**config.mk**
```make
export PLATFORM = sky130hd
export DESIGN_NAME = tcp_tx_retry_sender
export DESIGN_NICKNAME = d
export VERILOG_FILES = /design/src/rtl/tcp_tx_retry_sender.sv
export SDC_FILE = /design/constraint.sdc
export NUM_CORES = 1
export LEC_CHECK = 0
export ABC_AREA = 1
export CAP_MARGIN = 20
export CORE_AREA = 4 4 492 494
export DETAILED_ROUTE_END_ITERATION = 10
export DIE_AREA = 0 0 496 498
export PLACE_DENSITY_LB_ADDON = 0.08
export SYNTH_ARGS = -nofsm -noshare
export SYNTH_HDL_FRONTEND = slang
export SYNTH_SLANG_ARGS = --single-unit
```
**constraint.sdc**
```tcl
create_clock -name clk -period 3.7 [get_ports clk]
set_clock_uncertainty 0.2 [all_clocks]
set_input_delay 1.11 -clock clk [delete_from_list [all_inputs] [get_ports clk]]
set_output_delay 1.11 -clock clk [all_outputs]
set_load 0.01 [all_outputs]
```
**src/rtl/tcp_tx_retry_sender.sv**
```systemverilog
// Final TX stage toward the TCP offload engine: requests a TX slot, waits for status,
// sends one 64-byte beat, and on a space error backs off and retries before dropping.
//
// state       | meaning
// IDLE        | ready for the next response from the collector
// SEND_META   | presenting tx metadata until the engine takes it
// WAIT_STATUS | waiting for tx status, timer running toward timeout
// SEND_DATA   | presenting the single data beat
// BACKOFF     | quiet wait before re-issuing the same metadata
module tcp_tx_retry_sender #(
    parameter int PKT_BYTES      = 64,
    parameter int BACKOFF_CYCLES = 256,
    parameter int MAX_RETRIES    = 8,
    parameter int STATUS_TIMEOUT = 4096
) (
    input  logic         clk,
    input  logic         aresetn,
    input  logic [527:0] rx_TDATA,
    input  logic         rx_TVALID,
    output logic         rx_TREADY,
    output logic [31:0]  m_axis_tx_metadata_TDATA,
    output logic         m_axis_tx_metadata_TVALID,
    input  logic         m_axis_tx_metadata_TREADY,
    input  logic [63:0]  s_axis_tx_status_TDATA,
    input  logic         s_axis_tx_status_TVALID,
    output logic         s_axis_tx_status_TREADY,
    output logic [511:0] m_axis_tx_data_TDATA,
    output logic [63:0]  m_axis_tx_data_TKEEP,
    output logic         m_axis_tx_data_TLAST,
    output logic         m_axis_tx_data_TVALID,
    input  logic         m_axis_tx_data_TREADY,
    output logic [31:0]  sent_count,
    output logic [31:0]  drop_count
);

    localparam int TMAX = (STATUS_TIMEOUT > BACKOFF_CYCLES) ? STATUS_TIMEOUT : BACKOFF_CYCLES;
    localparam int TW   = (TMAX > 2) ? $clog2(TMAX) : 1;
    localparam int RW   = $clog2(MAX_RETRIES + 1);

    // Timer is a down-counter; both waits end on the terminal count of zero.
    // Backoff loads two less so the retried metadata appears BACKOFF_CYCLES
    // cycles after the status handshake that triggered it.
    localparam logic [TW-1:0] TO_LOAD = TW'(STATUS_TIMEOUT - 1);
    localparam logic [TW-1:0] BO_LOAD = TW'(BACKOFF_CYCLES - 2);
    localparam logic [15:0]   LEN     = 16'(PKT_BYTES);
    localparam logic [63:0]   KEEP    = (PKT_BYTES >= 64) ? {64{1'b1}}
                                                          : ((64'd1 << PKT_BYTES) - 64'd1);

    typedef enum logic [2:0] {
        IDLE,
        SEND_META,
        WAIT_STATUS,
        SEND_DATA,
        BACKOFF
    } state_t;

    state_t        state;
    logic [527:0]  resp_q;
    logic [RW-1:0] retry;
    logic [TW-1:0] timer;

    logic [1:0]  status_err;
    logic [15:0] status_session;
    logic        status_hs;
    logic        status_ok;
    logic        space_err;
    logic        hard_err;
    logic        go_backoff;
    logic        drop_now;
    logic        unused_status;

    assign status_err     = s_axis_tx_status_TDATA[63:62];
    assign status_session = s_axis_tx_status_TDATA[15:0];
    assign unused_status  = ^s_axis_tx_status_TDATA[61:16];

    always_comb begin
        status_hs  = s_axis_tx_status_TVALID && s_axis_tx_status_TREADY;
        status_ok  = (status_err == 2'd0) && (status_session == resp_q[527:512]);
        space_err  = (status_hs && (status_err == 2'd2)) ||
                     (!status_hs && (state == WAIT_STATUS) && (timer == '0));
        hard_err   = status_hs && !status_ok && (status_err != 2'd2);
        go_backoff = space_err && (retry < RW'(MAX_RETRIES));
        drop_now   = hard_err || (space_err && (retry >= RW'(MAX_RETRIES)));
    end

    assign m_axis_tx_metadata_TDATA = {LEN, resp_q[527:512]};
    assign m_axis_tx_data_TDATA     = resp_q[511:0];
    assign m_axis_tx_data_TKEEP     = KEEP;
    assign m_axis_tx_data_TLAST     = 1'b1;

    always_ff @(posedge clk) begin
        if (!aresetn) begin
            state                     <= IDLE;
            resp_q                    <= '0;
            retry                     <= '0;
            timer                     <= '0;
            rx_TREADY                 <= 1'b0;
            m_axis_tx_metadata_TVALID <= 1'b0;
            s_axis_tx_status_TREADY   <= 1'b0;
            m_axis_tx_data_TVALID     <= 1'b0;
            sent_count                <= '0;
            drop_count                <= '0;
        end else begin
            case (state)
                IDLE: begin
                    rx_TREADY <= 1'b1;
                    if (rx_TVALID && rx_TREADY) begin
                        resp_q                    <= rx_TDATA;
                        retry                     <= '0;
                        rx_TREADY                 <= 1'b0;
                        m_axis_tx_metadata_TVALID <= 1'b1;
                        state                     <= SEND_META;
                    end
                end
                SEND_META: begin
                    if (m_axis_tx_metadata_TREADY) begin
                        m_axis_tx_metadata_TVALID <= 1'b0;
                        s_axis_tx_status_TREADY   <= 1'b1;
                        timer                     <= TO_LOAD;
                        state                     <= WAIT_STATUS;
                    end
                end
                WAIT_STATUS: begin
                    if (go_backoff) begin
                        s_axis_tx_status_TREADY <= 1'b0;
                        retry                   <= retry + 1'b1;
                        timer                   <= BO_LOAD;
                        state                   <= BACKOFF;
                    end else if (drop_now) begin
                        s_axis_tx_status_TREADY <= 1'b0;
                        drop_count              <= drop_count + 32'd1;
                        rx_TREADY               <= 1'b1;
                        state                   <= IDLE;
                    end else if (status_hs) begin
                        s_axis_tx_status_TREADY <= 1'b0;
                        m_axis_tx_data_TVALID   <= 1'b1;
                        state                   <= SEND_DATA;
                    end else begin
                        timer <= timer - 1'b1;
                    end
                end
                SEND_DATA: begin
                    if (m_axis_tx_data_TREADY) begin
                        m_axis_tx_data_TVALID <= 1'b0;
                        sent_count            <= sent_count + 32'd1;
                        rx_TREADY             <= 1'b1;
                        state                 <= IDLE;
                    end
                end
                BACKOFF: begin
                    if (timer == '0) begin
                        m_axis_tx_metadata_TVALID <= 1'b1;
                        state                     <= SEND_META;
                    end else begin
                        timer <= timer - 1'b1;
                    end
                end
                default: begin
                    state <= IDLE;
                end
            endcase
        end
    end

endmodule

```
==> metrics.txt, run 1 <==
# TYPE chip_impl_metric gauge
chip_impl_info{name="outcome",value="finished clean"} 1
chip_impl_metric{name="detailedPlacementHpwl",unit="mm"} 131.8
chip_impl_metric{name="die_span_y",unit="um"} 498
chip_impl_metric{name="clock.fmax",unit="GHz"} 0.2989
chip_impl_info{name="worstPathCellList",value="clkdlybuf4s50_1"} 1
chip_impl_metric{name="worst_path_buf_inv",unit=""} 1
chip_impl_info{name="hold_path.class",value="reg -> reg"} 1
chip_impl_metric{name="cts-hold-fix-buffers",unit=""} 0
chip_impl_info{name="mostFrequentLayoutCells",value="clkdlybuf4s50_1 (1146), nor2_1 (1109), dfxtp_1 (615), o21ai_0 (541), nand2_1 (236)"} 1
chip_impl_metric{name="pwr_density_cell",unit="mW/mm2"} 647.7
chip_impl_metric{name="nFillCells",unit=""} 26860
chip_impl_metric{name="postRouteWirelength",unit="mm"} 170.7
chip_impl_info{name="tritoncts_clock_tree",value="done"} 1
chip_impl_info{name="ctsRootBufferMaster",value="clkbuf_16"} 1
chip_impl_info{name="startpoint_of_the_worst_hold_path",value="m_axis_tx_data_TVALID"} 1
chip_impl_metric{name="r2r_setup_slack",unit="ps"} 990
chip_impl_metric{name="synth_top_area_share",unit="%"} 51.48
chip_impl_metric{name="synth-seq-area-share",unit="%"} 51.48
chip_impl_metric{name="numCtsBuffers",unit=""} 94
chip_impl_metric{name="grt_max_degree",unit=""} 114
chip_impl_metric{name="worstPathRequired",unit="ps"} 2390
chip_impl_metric{name="synth_area_per_cell",unit="um2"} 7.428
chip_impl_metric{name="comb_power_share",unit="%"} 33.2
chip_impl_info{name="mostFrequentLayoutCell",value="clkdlybuf4s50_1"} 1
chip_impl_metric{name="seq_power_share",unit="%"} 32.6
chip_impl_info{name="cpLargestDelayFamily",value="buffers and inverters"} 1
chip_impl_metric{name="p_sw",unit="mW"} 9.795
chip_impl_metric{name="crit_fanout",unit=""} 3
chip_impl_metric{name="cts.repair.resized",unit=""} 0
chip_impl_metric{name="clock_latency_on_the_worst_skew_pair",unit="ps"} 710
chip_impl_metric{name="htreeDepth",unit=""} 3
chip_impl_metric{name="final_setup_violating_endpoints",unit=""} 0
chip_impl_metric{name="drcViolationCount",unit=""} 0
chip_impl_metric{name="floorplan.io_pins",unit=""} 1275
chip_impl_metric{name="drt_iter0_markers",unit=""} 1303
chip_impl_metric{name="ff2ff_path_depth",unit=""} 7
chip_impl_metric{name="synth_cell_type_count",unit=""} 35
chip_impl_metric{name="rows",unit=""} 179
chip_impl_metric{name="grt_pass1_wl",unit="mm"} 228.5
chip_impl_metric{name="power.internal",unit="mW"} 17.57
chip_impl_metric{name="numPortBuffers",unit=""} 1147
chip_impl_metric{name="max_slew.worst_pin.slew",unit="ps"} 679.9
chip_impl_metric{name="start_util",unit="%"} 10.07
chip_impl_metric{name="grt_pass1_vias",unit=""} 26190
chip_impl_metric{name="routabilityCongestion",unit=""} 0.7746
chip_impl_metric{name="antenna_found_initial",unit=""} 88
chip_impl_metric{name="ys_ff_latch",unit=""} 615
chip_impl_metric{name="maxCapViolCount",unit=""} 0
chip_impl_metric{name="timing.critical_path.slowest_cell_delay",unit="ps"} 790
chip_impl_info{name="critical_path.slowest_cell",value="clkdlybuf4s50_1"} 1
chip_impl_metric{name="mapped_cells",unit=""} 3220
chip_impl_info{name="yosys-top-cells-area",value="dfxtp_1 (51%), nor2_1 (17%), o21ai_0 (11%)"} 1
chip_impl_metric{name="power_frac_clock",unit="%"} 34.2
chip_impl_metric{name="vdd.ir_drop.worst",unit="mV"} 0.3795
chip_impl_info{name="grt_setup_unrepaired",value="no"} 1
chip_impl_metric{name="layout_min_cycle_time",unit="ps"} 3346
chip_impl_metric{name="overall_power_consumption",unit="mW"} 27.37
chip_impl_info{name="critPathCaptureType",value="primary output"} 1
chip_impl_metric{name="area_delta_synth_final",unit="%"} 76.67
chip_impl_metric{name="grt.total_usage",unit="%"} 13.27
chip_impl_metric{name="postCtsSetupRepairBufs",unit=""} 0
chip_impl_metric{name="worstHoldPathCells",unit=""} 2
chip_impl_metric{name="die-area",unit="mm2"} 0.2470
chip_impl_metric{name="wl_per_cell",unit="um"} 22.47
chip_impl_metric{name="number_of_warnings_issued_by_yosys",unit=""} 0
chip_impl_metric{name="grt_overflow_total",unit=""} 0
chip_impl_info{name="reg2reg_to",value="resp_q[236]"} 1
chip_impl_metric{name="final_nets",unit=""} 4937
chip_impl_info{name="r2r_start",value="state[0]"} 1
chip_impl_metric{name="postRouteAntennaNets",unit=""} 0
chip_impl_metric{name="synthesis.area",unit="mm2"} 0.02392
chip_impl_metric{name="cellLeakagePower",unit="nW"} 16.22
chip_impl_metric{name="fp.coreArea",unit="mm2"} 0.2374
chip_impl_metric{name="slew_headroom",unit="%"} 54.67
chip_impl_metric{name="die_x",unit="um"} 496
chip_impl_metric{name="maxSlewViolCount",unit=""} 0
chip_impl_metric{name="switching_share",unit="%"} 35.79
chip_impl_metric{name="hold_ws",unit="ps"} 259.6
chip_impl_metric{name="worstPathArrival",unit="ps"} 2040
chip_impl_info{name="critical_path_class",value="reg -> out"} 1
chip_impl_info{name="crit_path_start_kind",value="flop"} 1
chip_impl_info{name="netlist.top_cell.by_area",value="dfxtp_1"} 1
chip_impl_metric{name="detail_route.vias_per_cell",unit=""} 3.377
chip_impl_metric{name="detailedRoute.firstPassIterationCount",unit=""} 5
chip_impl_metric{name="finalHoldViolations",unit=""} 0
chip_impl_metric{name="clkTransAtPathRegs",unit="ps"} 50
chip_impl_metric{name="clock_path_buffers",unit=""} 3
chip_impl_metric{name="period_share",unit="%"} 90.43
chip_impl_metric{name="clock_sinks",unit=""} 615
chip_impl_info{name="min_to",value="m_axis_tx_data_TVALID"} 1
chip_impl_metric{name="post_route_cells_drive_above_1_share",unit="%"} 5.242
chip_impl_metric{name="vias_post_dr",unit=""} 25650
## area by class of cell
| type | instances | area, um2 | share of cell area, % |
|---|---|---|---|
| antenna | 21 | 52.55 | 0.1244 |
| clock buffer | 148 | 2776 | 6.571 |
| clock inverter | 22 | 377.9 | 0.8943 |
| inverter | 100 | 382.9 | 0.9061 |
| multi-input combinational | 2304 | 10130 | 23.98 |
| sequential | 615 | 12310 | 29.14 |
| tap | 3167 | 3963 | 9.378 |
| timing repair buffer | 1218 | 12260 | 29.01 |
## cells in the mapped netlist, drive strengths merged
cell type	count
or2	1
o211ai	2
ha	6
xor2	35
o211a	1
conb	2
nand3b	7
nor2	1115
a211oi	1
a21oi	103
o21ai	541
nor3	45
o21a	1
nand2	240
xnor2	20
nand4	20
dfxtp	615
inv	100
buf	95
clkbuf	185
nand3	75
and3	1
nor4	7
nor3b	2
## state kept, by name (all words and copies together) (netlist names)
signal	flops
resp_q	528
retry	4
rx_TREADY	1
s_axis_tx_status_TREADY	1
state	3
timer	12
sent_count	32
m_axis_tx_data_TVALID	1
m_axis_tx_metadata_TVALID	1
drop_count	32
## worst max path at each step
stage                               start  depth (start not counted)                      endpoint  slack (ps)
floorplan           m_axis_tx_data_TREADY                         10                sent_count[19]        1130
global placement                rx_TVALID                          7                   resp_q[236]         -30
detailed placement              rx_TVALID                          7                   resp_q[236]         -50
CTS                           resp_q[514]                          1   m_axis_tx_metadata_TDATA[2]         130
global route                  resp_q[522]                          1  m_axis_tx_metadata_TDATA[10]         210
finish                        resp_q[522]                          1  m_axis_tx_metadata_TDATA[10]         350
## per-stage QoR
stage	area, um2	utilization, %	instances	setup WS (ps)	TNS, ps
after global routing	42220	17.78	7581	212.9	0
final	42250	17.80	7595	353.9	0
after CTS	42200	17.78	7574	125.1	0
after detailed placement	39050	16.45	7404	-45.77	-45.77
after floorplan	24210	-	3299	1126	0
after global placement	39050	16.45	7404	-26.37	-26.37
## power by group through the flow
stage	clock network (mW)	logic [mW]	registers (mW)
after floorplan	0	2.93	9.52
after global placement	0	9.48	9.05
after detailed placement	0	9.36	9.05
after CTS	9.90	9.42	8.96
after global routing	10.1	9.99	9.13
final	9.36	9.08	8.93
## metal layers
layer	track usage (%)	vias up	part of all wire (%)
met3	6.347	263	11
met2	22.55	980	48
li1	-	12480	-
met4	4.266	54	2.8
met1	14.42	11870	38
met5	0.5088	-	0.30
## logic make-up (layout without fill, tap and decap cells)
| family | count (synthesis) | after routing | share of synthesized area [%] |
|---|---|---|---|
| AND/OR/NAND/NOR | 1513 | 1513 | 25.10 |
| AO/OA/AOI/OAI | 649 | 649 | 13.64 |
| flip-flops | 615 | 615 | 51.48 |
| buffers and inverters | 380 | 1488 | 7.418 |
| XOR/XNOR | 55 | 55 | 2.014 |
| adder cells (fa/ha/maj) | 6 | 6 | 0.3139 |
| other | 2 | 102 | 0.03140 |
Power figures use the tool's default switching activity.
==> run 2: changes to the inputs <==
--- a/config.mk
+++ b/config.mk
@@ -5,11 +5,10 @@
 export SDC_FILE = /design/constraint.sdc
 export NUM_CORES = 1
 export LEC_CHECK = 0
-export ABC_AREA = 1
 export CAP_MARGIN = 20
-export CORE_AREA = 4 4 492 494
+export CORE_AREA = 4 4 497 499
 export DETAILED_ROUTE_END_ITERATION = 10
-export DIE_AREA = 0 0 496 498
+export DIE_AREA = 0 0 501 503
 export PLACE_DENSITY_LB_ADDON = 0.08
 export SYNTH_ARGS = -nofsm -noshare
 export SYNTH_HDL_FRONTEND = slang
==> run 2 against run 1 <==
  * Cell area is 2.0% lower
  * Largest cell class is now non-clock buffers
  * Register-to-register slack worse by 180 ps
  * Critical path depth is 1 higher
  * Largest power group unchanged
  * Final cell count is 3.3% lower
==> metrics.txt, run 2 <==
# TYPE chip_impl_metric gauge
chip_impl_info{name="outcome",value="finished clean"} 1
chip_impl_metric{name="drt_iter0_markers",unit=""} 992
chip_impl_metric{name="pwr_density_cell",unit="mW/mm2"} 569.1
chip_impl_metric{name="floorplan.io_pins",unit=""} 1275
chip_impl_info{name="r2r_start",value="timer[0]"} 1
chip_impl_metric{name="slew_headroom",unit="%"} 56.50
chip_impl_metric{name="grt_max_degree",unit=""} 87
chip_impl_metric{name="critical_path_depth",unit=""} 2
chip_impl_metric{name="htreeDepth",unit=""} 3
chip_impl_info{name="synth.most_common_cell",value="nand2_1"} 1
chip_impl_info{name="reg_top3",value="resp_q (528), drop_count (32), sent_count (32)"} 1
chip_impl_metric{name="drcViolationCount",unit=""} 0
chip_impl_metric{name="timing.critical_path.slowest_cell_delay",unit="ps"} 540
chip_impl_metric{name="final_setup_violating_endpoints",unit=""} 0
chip_impl_metric{name="vdd.ir_drop.worst",unit="mV"} 0.2812
chip_impl_metric{name="postSynth.asyncResetShare",unit="%"} 0
chip_impl_metric{name="worstHoldPathCells",unit=""} 2
chip_impl_info{name="mostFrequentLayoutCell",value="clkdlybuf4s50_1"} 1
chip_impl_info{name="critPathCaptureType",value="primary output"} 1
chip_impl_metric{name="number_of_warnings_issued_by_yosys",unit=""} 0
chip_impl_metric{name="clock_path_buffers",unit=""} 3
chip_impl_metric{name="maxCapViolCount",unit=""} 0
chip_impl_metric{name="area_delta_synth_final",unit="%"} 79.72
chip_impl_info{name="synth_flop_cell",value="dfxtp_1"} 1
chip_impl_info{name="min_to",value="resp_q[464]"} 1
chip_impl_metric{name="cellLeakagePower",unit="nW"} 13.63
chip_impl_metric{name="layout_min_cycle_time",unit="ps"} 3182
chip_impl_info{name="cpLargestDelayFamily",value="buffers and inverters"} 1
chip_impl_metric{name="maxSlewViolCount",unit=""} 0
chip_impl_metric{name="die_span_y",unit="um"} 503
chip_impl_metric{name="crit_fanout",unit=""} 7
chip_impl_metric{name="postRouteAntennaNets",unit=""} 0
chip_impl_metric{name="place_ws",unit="ps"} -59.62
chip_impl_metric{name="postRouteWirelength",unit="mm"} 155.8
chip_impl_metric{name="finalHoldViolations",unit=""} 0
chip_impl_metric{name="clock_latency_on_the_worst_skew_pair",unit="ps"} 710
chip_impl_metric{name="postPlaceCellArea",unit="mm2"} 0.03849
chip_impl_metric{name="synth_top_area_share",unit="%"} 53.44
chip_impl_metric{name="synth_area_per_cell",unit="um2"} 7.860
chip_impl_metric{name="fp.coreArea",unit="mm2"} 0.2425
chip_impl_info{name="hold_path.class",value="reg -> reg"} 1
chip_impl_metric{name="synthesis.area",unit="mm2"} 0.02304
chip_impl_info{name="reg2reg_to",value="drop_count[5]"} 1
chip_impl_info{name="critical_path_class",value="reg -> out"} 1
chip_impl_metric{name="grt.total_usage",unit="%"} 11.79
chip_impl_metric{name="synth_cell_type_count",unit=""} 55
chip_impl_metric{name="detail_route.vias_per_cell",unit=""} 3.273
chip_impl_metric{name="wl_per_cell",unit="um"} 21.22
chip_impl_info{name="synth_commonest_cells",value="nand2_1 (1099), dfxtp_1 (615), a21oi_1 (593), clkbuf_1 (201), buf_4 (82)"} 1
chip_impl_info{name="grt_setup_unrepaired",value="no"} 1
chip_impl_metric{name="max_ffs_per_register",unit=""} 528
chip_impl_metric{name="final_nets",unit=""} 4660
chip_impl_info{name="tritoncts_clock_tree",value="done"} 1
chip_impl_metric{name="synth_edf_count",unit=""} 0
chip_impl_metric{name="clock.fmax",unit="GHz"} 0.3142
chip_impl_info{name="startpoint_of_the_worst_hold_path",value="resp_q[464]"} 1
chip_impl_metric{name="period_share",unit="%"} 86.01
chip_impl_metric{name="detailedRoute.firstPassIterationCount",unit=""} 5
chip_impl_metric{name="clkTransAtPathRegs",unit="ps"} 50
chip_impl_metric{name="numPortBuffers",unit=""} 1147
chip_impl_metric{name="numCtsBuffers",unit=""} 91
chip_impl_metric{name="final_area",unit="mm2"} 0.04140
chip_impl_metric{name="postCtsSetupRepairBufs",unit=""} 0
chip_impl_metric{name="grt_pass1_wl",unit="mm"} 209.6
chip_impl_metric{name="routabilityCongestion",unit=""} 0.7542
chip_impl_metric{name="grt_pass1_vias",unit=""} 24750
chip_impl_metric{name="r2r_setup_slack",unit="ps"} 810
chip_impl_metric{name="ys_ff_latch",unit=""} 615
chip_impl_info{name="ctsRootBufferMaster",value="clkbuf_16"} 1
chip_impl_info{name="crit_path_start_kind",value="flop"} 1
chip_impl_info{name="worstPathCellList",value="buf_4, clkdlybuf4s50_1"} 1
chip_impl_metric{name="place.detailed.instances",unit=""} 7165
chip_impl_metric{name="worst_path_buf_inv",unit=""} 2
chip_impl_info{name="critical_path.slowest_cell",value="clkdlybuf4s50_1"} 1
chip_impl_metric{name="post_route_cells_drive_above_1_share",unit="%"} 5.680
chip_impl_info{name="largest-register",value="resp_q"} 1
chip_impl_metric{name="mapped_cells",unit=""} 2931
chip_impl_metric{name="worstPathRequired",unit="ps"} 2390
chip_impl_metric{name="setup_slack",unit="ps"} 517.6
chip_impl_metric{name="sum_of_negative_setup_slack",unit="ps"} 0
chip_impl_metric{name="grt_overflow_total",unit=""} 0
chip_impl_metric{name="clock_sinks",unit=""} 615
chip_impl_info{name="mostFrequentLayoutCells",value="clkdlybuf4s50_1 (1147), nand2_1 (1098), dfxtp_1 (615), a21oi_1 (593), clkbuf_16 (91)"} 1
chip_impl_info{name="netlist.top_cell.by_area",value="dfxtp_1"} 1
chip_impl_metric{name="detailedPlacementHpwl",unit="mm"} 121.9
chip_impl_metric{name="finalNonFillerCells",unit=""} 7341
chip_impl_metric{name="ff2ff_path_depth",unit=""} 9
chip_impl_metric{name="cts.repair.resized",unit=""} 0
chip_impl_metric{name="die_x",unit="um"} 501
chip_impl_metric{name="vias_post_dr",unit=""} 24030
chip_impl_metric{name="overall_power_consumption",unit="mW"} 23.56
chip_impl_metric{name="die-area",unit="mm2"} 0.2520
chip_impl_metric{name="max_slew.worst_pin.slew",unit="ps"} 650.2
chip_impl_info{name="yosys-top-cells-area",value="dfxtp_1 (53%), nand2_1 (18%), a21oi_1 (13%)"} 1
chip_impl_metric{name="cts-hold-fix-buffers",unit=""} 0
chip_impl_metric{name="synth-seq-area-share",unit="%"} 53.44
chip_impl_metric{name="start_util",unit="%"} 9.499
chip_impl_metric{name="rows",unit=""} 181
chip_impl_metric{name="antenna_found_initial",unit=""} 64
chip_impl_metric{name="worstPathArrival",unit="ps"} 1870
==> run 2: worst max path at each step <==
stage | slack (ps) | from | end
3_3_place_gp | -30 | s_axis_tx_status_TDATA[0] | drop_count[1]
5_1_grt | 350 | drop_count[2] | drop_count[2]
2_1_floorplan | 780 | m_axis_tx_data_TREADY | sent_count[29]
6_report | 520 | drop_count[2] | drop_count[2]
4_1_cts | 360 | resp_q[123] | m_axis_tx_data_TDATA[123]
3_5_place_dp | -60 | s_axis_tx_status_TDATA[0] | drop_count[1]
==> run 2: worst reg2reg max path, cell delays in order (launching register included) <==
cell	delay [ps]
dfxtp_1	340
inv_1	110
ha_1	160
nor4b_2	350
and3_1	400
a41o_1	270
a22oi_2	120
buf_12	220
or4_1	550
a21oi_1	150
==> run 2: logic make-up (layout without fill, tap and decap cells) <==
family | count (synthesis) | in the layout | share of synthesized area (%)
compound gates | 674 | 674 | 15.41
xor+xnor | 38 | 38 | 1.445
buf+inv | 306 | 1416 | 6.403
fa+ha+maj | 6 | 6 | 0.3258
mux | 2 | 2 | 0.08690
simple gates | 1288 | 1288 | 22.86
flops | 615 | 615 | 53.44
other cells | 2 | 100 | 0.03260
==> run 2: cell type report <==
class / instances / area, um2
inverters: 16 / 67.56
diodes: 19 / 47.55
flip-flops and latches: 615 / 12310
well taps: 3202 / 4006
clock buffers: 141 / 2665
fillers: 27380 / 201100
repair buffers: 1243 / 12540
multi-input cells: 2089 / 9562
clock inverters: 16 / 203.9
==> run 2: layer usage <==
metal  global-route usage, %  routed length [um]  part of all wire, %
met1                   13.12               61050                   39
met2                   19.68               73340                   47
met3                   6.269               17400                   11
met4                   2.930                3559                  2.3
met5                       0                 418                 0.27
==> run 2: where the power goes <==
part / switching, mW / internal [mW] / leakage [nW] / total, mW
clock network: 3.57 / 5.13 / 1.41 / 8.70
logic: 3.76 / 2.99 / 7.23 / 6.74
registers: 0.617 / 7.50 / 4.99 / 8.12
==> run 2: through the flow <==
stage	util [%]	hold WS, ps
2_1_floorplan	-	261.4
3_3_place_gp	15.87	240.8
3_5_place_dp	15.87	245.9
4_1_cts	17.05	253.4
5_1_grt	17.05	263.5
6_report	17.07	250.8
==> run 3: changes to the inputs <==
--- a/config.mk
+++ b/config.mk
@@ -7,6 +7,8 @@
 export LEC_CHECK = 0
 export CAP_MARGIN = 20
 export CORE_AREA = 4 4 497 499
+export CTS_BUF_LIST = sky130_fd_sc_hd__clkbuf_4 sky130_fd_sc_hd__clkbuf_8 sky130_fd_sc_hd__clkbuf_16
+export CTS_CLUSTER_SIZE = 24
 export DETAILED_ROUTE_END_ITERATION = 10
 export DIE_AREA = 0 0 501 503
 export PLACE_DENSITY_LB_ADDON = 0.08
==> run 3 against run 2 <==
  * Sequential share of layout area fell by 0.079 points
  * Cell area grew 0.27%
  * Utilization about the same
  * Critical path depth did not move
  * Worst hold slack about the same
  * Die area stayed put
  * Critical path type unchanged
  * Critical endpoint unchanged
  * Largest cell class unchanged
  * Highest routed layer unchanged
==> metrics.txt, run 3 (synthesis gave the netlist of run 2 again) <==
# TYPE chip_impl_metric gauge
chip_impl_info{name="outcome",value="finished clean"} 1
chip_impl_info{name="reg_top3",value="resp_q (528), drop_count (32), sent_count (32)"} 1
chip_impl_metric{name="post_route_cells_drive_above_1_share",unit="%"} 6.408
chip_impl_metric{name="detailedRoute.firstPassIterationCount",unit=""} 4
chip_impl_metric{name="wl_per_cell",unit="um"} 21.22
chip_impl_metric{name="start_util",unit="%"} 9.499
chip_impl_metric{name="sum_of_negative_setup_slack",unit="ps"} 0
chip_impl_info{name="hold_path.class",value="reg -> reg"} 1
chip_impl_metric{name="clock_latency_on_the_worst_skew_pair",unit="ps"} 710
chip_impl_metric{name="overall_power_consumption",unit="mW"} 23.78
chip_impl_metric{name="final_nets",unit=""} 4660
chip_impl_metric{name="final_setup_violating_endpoints",unit=""} 0
chip_impl_metric{name="vdd.ir_drop.worst",unit="mV"} 0.2819
chip_impl_metric{name="layout_min_cycle_time",unit="ps"} 3181
chip_impl_metric{name="drt_iter0_markers",unit=""} 1023
chip_impl_metric{name="max_ffs_per_register",unit=""} 528
chip_impl_metric{name="place_ws",unit="ps"} -59.62
chip_impl_metric{name="slew_headroom",unit="%"} 56.68
chip_impl_metric{name="pwr_density_cell",unit="mW/mm2"} 572.9
chip_impl_metric{name="fp.coreArea",unit="mm2"} 0.2425
chip_impl_metric{name="grt.total_usage",unit="%"} 11.79
chip_impl_metric{name="nFillCells",unit=""} 27360
chip_impl_metric{name="crit_fanout",unit=""} 7
chip_impl_metric{name="clock_sinks",unit=""} 615
chip_impl_metric{name="finalHoldViolations",unit=""} 0
chip_impl_metric{name="antenna_found_initial",unit=""} 64
chip_impl_info{name="tritoncts_clock_tree",value="done"} 1
chip_impl_metric{name="clock.fmax",unit="GHz"} 0.3143
chip_impl_metric{name="period_share",unit="%"} 85.98
chip_impl_metric{name="floorplan.io_pins",unit=""} 1275
chip_impl_info{name="critical_path_class",value="reg -> out"} 1
chip_impl_info{name="largest-register",value="resp_q"} 1
chip_impl_metric{name="vias_post_dr",unit=""} 23980
chip_impl_metric{name="drcViolationCount",unit=""} 0
chip_impl_metric{name="grt_pass1_vias",unit=""} 24750
chip_impl_metric{name="grt_overflow_total",unit=""} 0
chip_impl_metric{name="postCtsSetupRepairBufs",unit=""} 0
chip_impl_metric{name="setup_slack",unit="ps"} 518.8
chip_impl_metric{name="area_delta_synth_final",unit="%"} 80.19
chip_impl_metric{name="die-area",unit="mm2"} 0.2520
chip_impl_metric{name="rows",unit=""} 181
chip_impl_info{name="critPathCaptureType",value="primary output"} 1
chip_impl_metric{name="postRouteWirelength",unit="mm"} 155.7
chip_impl_info{name="mostFrequentLayoutCells",value="clkdlybuf4s50_1 (1147), nand2_1 (1098), dfxtp_1 (615), a21oi_1 (593), clkbuf_16 (91)"} 1
chip_impl_metric{name="hold_ws",unit="ps"} 250.8
chip_impl_metric{name="maxSlewViolCount",unit=""} 0
chip_impl_metric{name="numPortBuffers",unit=""} 1147
chip_impl_metric{name="detail_route.vias_per_cell",unit=""} 3.267
chip_impl_info{name="crit_path_start_kind",value="flop"} 1
chip_impl_metric{name="maxCapViolCount",unit=""} 0
chip_impl_metric{name="die_x",unit="um"} 501
chip_impl_metric{name="postRouteAntennaNets",unit=""} 0
chip_impl_metric{name="cellLeakagePower",unit="nW"} 13.73
chip_impl_metric{name="cts.repair.resized",unit=""} 0
chip_impl_metric{name="numCtsBuffers",unit=""} 91
chip_impl_metric{name="detailedPlacementHpwl",unit="mm"} 121.9
chip_impl_metric{name="grt_max_degree",unit=""} 87
chip_impl_info{name="grt_setup_unrepaired",value="no"} 1
chip_impl_metric{name="htreeDepth",unit=""} 3
chip_impl_metric{name="worstPathRequired",unit="ps"} 2390
chip_impl_metric{name="max_slew.worst_pin.slew",unit="ps"} 647.5
chip_impl_metric{name="clkTransAtPathRegs",unit="ps"} 50
chip_impl_metric{name="clock_path_buffers",unit=""} 3
chip_impl_metric{name="cts-hold-fix-buffers",unit=""} 0
chip_impl_info{name="ctsRootBufferMaster",value="clkbuf_16"} 1
chip_impl_metric{name="worstPathArrival",unit="ps"} 1870
chip_impl_info{name="mostFrequentLayoutCell",value="clkdlybuf4s50_1"} 1
chip_impl_metric{name="grt_pass1_wl",unit="mm"} 209.6
chip_impl_metric{name="die_span_y",unit="um"} 503
chip_impl_metric{name="routabilityCongestion",unit=""} 0.7542
==> run 3: stage by stage <==
stage               cell area [um2]  util (%)  cells
floorplan                     23330         -   3010
CTS                           41470     17.10   7322
global placement              38490     15.87   7165
detailed placement            38490     15.87   7165
global route                  41480     17.10   7326
finish                        41510     17.12   7340
==> run 3: final timing paths <==
path / start / to / slack [ps] / cells after the start
min: resp_q[464] / resp_q[464] / 250 / 2
max reg2reg: timer[0] / drop_count[16] / 810 / 9
max: drop_count[2] / drop_count[2] / 520 / 2
min reg2reg: resp_q[464] / resp_q[464] / 250 / 2
==> run 3: cell type report <==
class                           count  area, um2  area share, %
Inverter                           16      67.56         0.1628
Clock inverter                     16      203.9         0.4913
Clock buffer                      141       2778          6.691
Sequential cell                   615      12310          29.66
Timing Repair Buffer             1243      12540          30.21
Tap cell                         3202       4006          9.651
Antenna cell                       18      45.04         0.1085
Multi-Input combinational cell   2089       9562          23.03
==> run 3: power by group <==
group	internal [mW]	switching [mW]
registers	7.50	0.616
logic	2.99	3.76
clock network	5.35	3.58
total	15.8	7.95
==> run 3: worst max-delay path: stages (launching register included) <==
cell and delay (ps):
dfxtp_1 430, buf_4 190, clkdlybuf4s50_1 540
==> run 3: per-layer routing <==
layer / routed length (um) / track usage, % / vias up
met5: 419 / 0 / -
met4: 3551 / 2.930 / 66
met3: 17370 / 6.269 / 212
met2: 73480 / 19.68 / 852
met1: 60920 / 13.12 / 11030
li1: - / - / 11820
